===== src/rtl/jpc_ifetch.sv =====
// JPC instruction fetch: PC generation, credit-limited fetch issue, in-order
// response FIFO toward decode, and redirect flush of buffered/in-flight fetches.
module jpc_ifetch #(
    parameter logic [31:0] RESET_PC = 32'h0000_0000,
    parameter int unsigned DEPTH    = 2
) (
    input  logic        clk_I,
    input  logic        rstn_I,
    output logic        imem_req_O,
    output logic [31:0] imem_addr_O,
    input  logic        imem_gnt_I,
    input  logic        imem_rvalid_I,
    input  logic [31:0] imem_rdata_I,
    input  logic        imem_err_I,
    input  logic        redirect_I,
    input  logic [31:0] redirect_pc_I,
    output logic        instr_valid_O,
    output logic [31:0] instr_O,
    output logic [31:0] pc_O,
    output logic        fetch_err_O,
    input  logic        instr_ready_I
);

    localparam int unsigned CW  = $clog2(DEPTH + 1);
    localparam int unsigned CW1 = CW + 1;
    localparam int unsigned PW  = $clog2(DEPTH);
    localparam logic [CW1-1:0] DEPTH_CREDIT = CW1'(DEPTH);
    localparam logic [CW-1:0]  DEPTH_CNT    = CW'(DEPTH);

    logic [31:0]   fetch_pc_q, fetch_pc_d;
    logic [CW-1:0] pending_q, pending_d;
    logic [CW-1:0] discard_q, discard_d;
    logic [CW-1:0] count_q, count_d;
    logic [PW-1:0] rd_ptr_q, rd_ptr_d;
    logic [PW-1:0] wr_ptr_q, wr_ptr_d;

    logic [31:0] fifo_pc_q    [DEPTH];
    logic [31:0] fifo_instr_q [DEPTH];
    logic        fifo_err_q   [DEPTH];

    logic           pop;
    logic           push;
    logic           grant;
    logic           drop;
    logic [CW1-1:0] credit_used;
    logic [31:0]    resp_pc;

    function automatic logic [PW-1:0] ptr_inc(input logic [PW-1:0] p);
        if (p == PW'(DEPTH - 1)) begin
            return '0;
        end
        return p + PW'(1);
    endfunction

    assign instr_valid_O = (count_q != '0);
    assign pop           = instr_valid_O & instr_ready_I;
    assign credit_used   = {1'b0, pending_q} + {1'b0, count_q} - CW1'(pop);
    assign imem_req_O    = rstn_I & ~redirect_I & (credit_used < DEPTH_CREDIT);
    assign imem_addr_O   = fetch_pc_q;
    assign grant         = imem_req_O & imem_gnt_I;
    assign drop          = imem_rvalid_I & (discard_q != '0);
    assign push          = imem_rvalid_I & ~drop & ~redirect_I;

    // Once stale responses are drained, every pending fetch is sequential and
    // ends just below fetch_pc, so the oldest one sits 4*pending bytes back.
    assign resp_pc = fetch_pc_q - {{(30 - CW){1'b0}}, pending_q, 2'b00};

    assign instr_O     = instr_valid_O ? fifo_instr_q[rd_ptr_q] : 32'h0000_0013;
    assign pc_O        = instr_valid_O ? fifo_pc_q[rd_ptr_q]    : 32'h0000_0000;
    assign fetch_err_O = instr_valid_O & fifo_err_q[rd_ptr_q];

    always_comb begin
        fetch_pc_d = fetch_pc_q;
        pending_d  = pending_q;
        discard_d  = discard_q;
        count_d    = count_q;
        rd_ptr_d   = rd_ptr_q;
        wr_ptr_d   = wr_ptr_q;
        if (redirect_I) begin
            // No grant can coincide with a redirect, so only rvalid retires.
            fetch_pc_d = {redirect_pc_I[31:2], 2'b00};
            pending_d  = pending_q - CW'(imem_rvalid_I);
            discard_d  = pending_q - CW'(imem_rvalid_I);
            count_d    = '0;
            rd_ptr_d   = '0;
            wr_ptr_d   = '0;
        end else begin
            if (grant) begin
                fetch_pc_d = fetch_pc_q + 32'd4;
            end
            pending_d = pending_q + CW'(grant) - CW'(imem_rvalid_I);
            if (drop) begin
                discard_d = discard_q - CW'(1);
            end
            count_d = count_q + CW'(push) - CW'(pop);
            if (push) begin
                wr_ptr_d = ptr_inc(wr_ptr_q);
            end
            if (pop) begin
                rd_ptr_d = ptr_inc(rd_ptr_q);
            end
        end
    end

    always_ff @(posedge clk_I or negedge rstn_I) begin
        if (!rstn_I) begin
            fetch_pc_q <= RESET_PC;
            pending_q  <= '0;
            discard_q  <= '0;
            count_q    <= '0;
            rd_ptr_q   <= '0;
            wr_ptr_q   <= '0;
        end else begin
            fetch_pc_q <= fetch_pc_d;
            pending_q  <= pending_d;
            discard_q  <= discard_d;
            count_q    <= count_d;
            rd_ptr_q   <= rd_ptr_d;
            wr_ptr_q   <= wr_ptr_d;
        end
    end

    always_ff @(posedge clk_I) begin
        if (push) begin
            fifo_pc_q[wr_ptr_q]    <= resp_pc;
            fifo_instr_q[wr_ptr_q] <= imem_rdata_I;
            fifo_err_q[wr_ptr_q]   <= imem_err_I;
        end
    end

    a_no_overflow: assert property (@(posedge clk_I) disable iff (!rstn_I)
        !(push && !pop && (count_q == DEPTH_CNT)));

    a_discard_bounded: assert property (@(posedge clk_I) disable iff (!rstn_I)
        discard_q <= pending_q);

endmodule

===== config.mk =====
export PLATFORM = sky130hd
export DESIGN_NAME = jpc_ifetch
export DESIGN_NICKNAME = d
export VERILOG_FILES = /design/src/rtl/jpc_ifetch.sv
export SDC_FILE = /design/constraint.sdc
export NUM_CORES = 1
export LEC_CHECK = 0
export BUFFER_PORTS_ARGS = -buffer_cell sky130_fd_sc_hd__buf_2
export CAP_MARGIN = 40
export CORE_MARGIN = 5
export CORE_UTILIZATION = 38
export CTS_BUF_LIST = sky130_fd_sc_hd__clkbuf_4 sky130_fd_sc_hd__clkbuf_8
export CTS_CLUSTER_DIAMETER = 150
export DETAILED_ROUTE_END_ITERATION = 12
export PLACE_DENSITY = 0.66
export SYNTH_ARGS = -nofsm -noshare
export SYNTH_HDL_FRONTEND = slang
export SYNTH_SLANG_ARGS = --single-unit

===== constraint.sdc =====
create_clock -name clk_I -period 10.1 [get_ports clk_I]
set_input_delay 1.01 -clock clk_I [delete_from_list [all_inputs] [get_ports clk_I]]
set_output_delay 1.01 -clock clk_I [all_outputs]
set_load 0.01 [all_outputs]

==> results.sh <==
export IMPL_run_status="completed"
export IMPL_critPathSlowestCell="fa_1"
export IMPL_ys_types=56
export IMPL_num_antenna_cells=0
export IMPL_fin_tns_setup_ns=0
export IMPL_crit_buf_inv=2
export IMPL_cp_top_family="simple AND/OR/NAND/NOR gates"
export IMPL_multiInputGateArea_sq_um=2768
export IMPL_cp_common_cell="buf_2"
export IMPL_hpwl_microns=11880
export IMPL_routedWlPerCell_microns=16.10
export IMPL_ioPinCount=170
export IMPL_powerDensity_nw_per_um2=209.9
export IMPL_drv_slew=0
export IMPL_h_tree_depth=4
export IMPL_die_area_sq_um=23440
export IMPL_layout_drive_gt1_share_pct=26.39
export IMPL_p_leak_uw=0.003575
export IMPL_worst_setup_path_end_kind="primary output"
export IMPL_cts_sinks=164
export IMPL_antenna_found_initial=0
export IMPL_drcViolationCount=0
export IMPL_routabilityCongestion=0.7794
export IMPL_grt_max_degree=65
export IMPL_die_x_microns=153.1
export IMPL_coreArea_sq_um=20170
export IMPL_overflow=0
export IMPL_viasPerCell=4.933
export IMPL_max_slew_margin_pct=42.86
export IMPL_critPathMaxFanout=3
export IMPL_synth_edf_count=126
export IMPL_cts_max_path_buffers=2
export IMPL_hold_buffers=0
export IMPL_setup_viol=0
export IMPL_synth_cells=645
export IMPL_cts_resized=0
export IMPL_syn_cell_area_sq_um=7780
export IMPL_peakVddDrop_mv=0.09851
export IMPL_cts_root_buffer="clkbuf_8"
export IMPL_drt_iter0_markers=352
export IMPL_synth_top_area_share_pct=48.63
export IMPL_ys_seq_area_share_pct=60.86
export IMPL_antenna_left=0
export IMPL_hold_viol=0
export IMPL_synth_area_leaders="edfxtp_1, dfrtp_1, mux2i_1, nor2_1, nand2_1"
export IMPL_crit_chain="buf_2, nand2_1, nor2_1, o21ai_0, fa_1, xnor2_1, nor4bb_1, buf_2"
export IMPL_grt_total_usage_pct=14.79
export IMPL_rows=52
export IMPL_cp_slowest_stage_delay_ns=0.39
export IMPL_synth_top_cell_by_area="edfxtp_1"
export IMPL_hold_path_class="flip-flop to flip-flop"
export IMPL_worst_setup_path_type="input port to primary output"
export IMPL_max_freq_mhz=278.5
export IMPL_cp_depth=8
export IMPL_synthArstFlopShare_pct=23.17
export IMPL_startpoint_type="input port"
export IMPL_initial_core_util_pct=38.57
export IMPL_layout_min_cycle_time_ns=3.590
export IMPL_numCtsBuffers=17
export IMPL_insertion_delay_ns=0.44
export IMPL_crit_arrival_ns=2.58
export IMPL_port_buffers=163
export IMPL_post_cts_buffers=0
export IMPL_synthFlopType="edfxtp_1"
export IMPL_dieHeight_microns=153.1
export IMPL_dr_pass1_iters=4
export IMPL_fin_skew_ns=0.01621
export IMPL_grt_pass1_wl_microns=27760
export IMPL_avgSynthCellArea_sq_um=12.06
export IMPL_synth_seq_cells=164
export IMPL_syn2layout_area_growth_pct=18.93
export IMPL_period_share_pct=35.54
export IMPL_route_vias_total=5313
export IMPL_clk_pin_slew_ns=0.08
export IMPL_finalNetCount=877
export IMPL_grt_pass1_vias=5233
export IMPL_cp_required_ns=9.09
export IMPL_drt_wl_total_microns=17340
export IMPL_tightest_slew_ns=0.8571
export IMPL_ff2ff_path_depth=12
export IMPL_max_cap_viol_count=0
export IMPL_rsz0062_at_grt="false"
export IMPL_cts_tree="yes"
export IMPL_fillers=1869
export IMPL_holdWs_ns=0.5610
export IMPL_yosys_warnings=0
export IMPL_hold_path_depth=2
export IMPL_regArea_sq_um=4738
power breakdown:
| part | internal (uW) | switching (uW) |
|---|---|---|
| Combinational | 230 | 306 |
| Clock | 271 | 241 |
| Sequential | 811 | 83.3 |
logic make-up (layout without fill, tap and decap cells):
kind of cell	after synthesis	count (layout)	share of synthesized area, %
compound gates	63	63	5.565
xor+xnor	35	35	3.940
fa+ha+maj	12	12	2.123
buf+inv	67	226	4.004
flops	164	164	60.86
mux	65	65	8.379
other cells	1	4	0.04820
simple gates	238	238	15.09
through the flow:
| stage | worst slack (ns) | cell area, sq um | instances | utilization [%] | power [uW] |
|---|---|---|---|---|---|
| after floorplan | 5.269 | 7791 | 648 | - | 1261 |
| after global placement | 6.446 | 8798 | 1044 | 43.62 | 1441 |
| after detailed placement | 6.414 | 8826 | 1045 | 43.76 | 1456 |
| after CTS | 6.487 | 9253 | 1077 | 45.87 | 1973 |
| after global routing | 6.303 | 9253 | 1077 | 45.87 | 2068 |
| final | 6.510 | 9253 | 1077 | 45.87 | 1942 |
cells in the final DEF, fill, tap and decap left out, types with 3 or more instances in the layout:
| master | count |
|---|---|
| nand4_1 | 9 |
| nand2_1 | 52 |
| edfxtp_1 | 126 |
| clkinv_4 | 3 |
| xor2_1 | 14 |
| mux2i_1 | 64 |
| clkbuf_8 | 17 |
| buf_4 | 7 |
| o31ai_1 | 3 |
| inv_1 | 23 |
| nor2_4 | 3 |
| clkinv_1 | 4 |
| nand3_1 | 14 |
| buf_2 | 163 |
| or4_1 | 3 |
| and2_1 | 5 |
| or4_4 | 3 |
| ha_1 | 10 |
| bufinv_16 | 4 |
| a21oi_1 | 6 |
| o311ai_0 | 7 |
| and3_1 | 3 |
| dfrtp_1 | 37 |
| or3_1 | 6 |
| nand3b_1 | 8 |
| nor3b_1 | 5 |
| nor2_1 | 85 |
| conb_1 | 4 |
| o21ai_0 | 20 |
| nor2b_1 | 6 |
| nand2b_1 | 5 |
| xnor2_1 | 21 |
| o211ai_1 | 10 |
| nor4_1 | 5 |
| nor3_1 | 16 |
cell usage after synthesis, drive strengths merged (3+ instances only):
| library cell | n |
|---|---|
| and3 | 3 |
| mux2i | 64 |
| nor2b | 6 |
| or3 | 7 |
| nand2 | 52 |
| o21ai | 20 |
| edfxtp | 126 |
| nand3 | 14 |
| nor3b | 5 |
| or4 | 6 |
| a21oi | 6 |
| nor3 | 17 |
| nand4 | 9 |
| buf | 17 |
| and2 | 5 |
| nand2b | 5 |
| o31ai | 3 |
| nor2 | 88 |
| xor2 | 14 |
| clkbuf | 26 |
| o311ai | 7 |
| inv | 23 |
| nand3b | 8 |
| o211ai | 10 |
| nor4 | 6 |
| xnor2 | 21 |
| ha | 10 |
| dfrtp | 38 |
routing by layer:
metal  GRT usage, %  share of wire (%)
met4          4.964                1.0
met2          22.89                 46
met5              0                  0
met3          3.421                5.7
met1          20.64                 47
area by class of cell:
cell class	instances	share of cell area, %
sequential	164	51.21
clock buffer	18	2.610
clock inverter	14	2.001
timing repair buffer	171	9.682
tap	270	3.651
inverter	23	0.9331
multi-input combinational	417	29.91
state kept, by name, summed over array words and instances, names as in the netlist:
signal,count
fifo_instr_q,64
fifo_pc_q,60
imem_addr_O,30
count_q,2
discard_q,2
fifo_err_q,2
pending_q,2
rd_ptr_q,1
wr_ptr_q,1
tightest hold or removal path, delay by kind of cell (launching register included):
| family | cells | cell delay [ns] |
|---|---|---|
| flops | 1 | 0.35 |
| compound gates | 2 | 0.17 |
worst paths after layout:
path / startpoint / to / slack (ns)
setup / recovery: instr_ready_I / imem_req_O / 6.51
hold / removal: discard_q[1] / discard_q[1] / 0.56
setup reg to reg: pending_q[1] / pending_q[1] / 6.99
hold reg to reg: discard_q[1] / discard_q[1] / 0.56
max in group asynchronous: rstn_I / rd_ptr_q / 9.04
min in group asynchronous: rstn_I / imem_addr_O[28] / 0.63
Power figures use the tool's default switching activity.
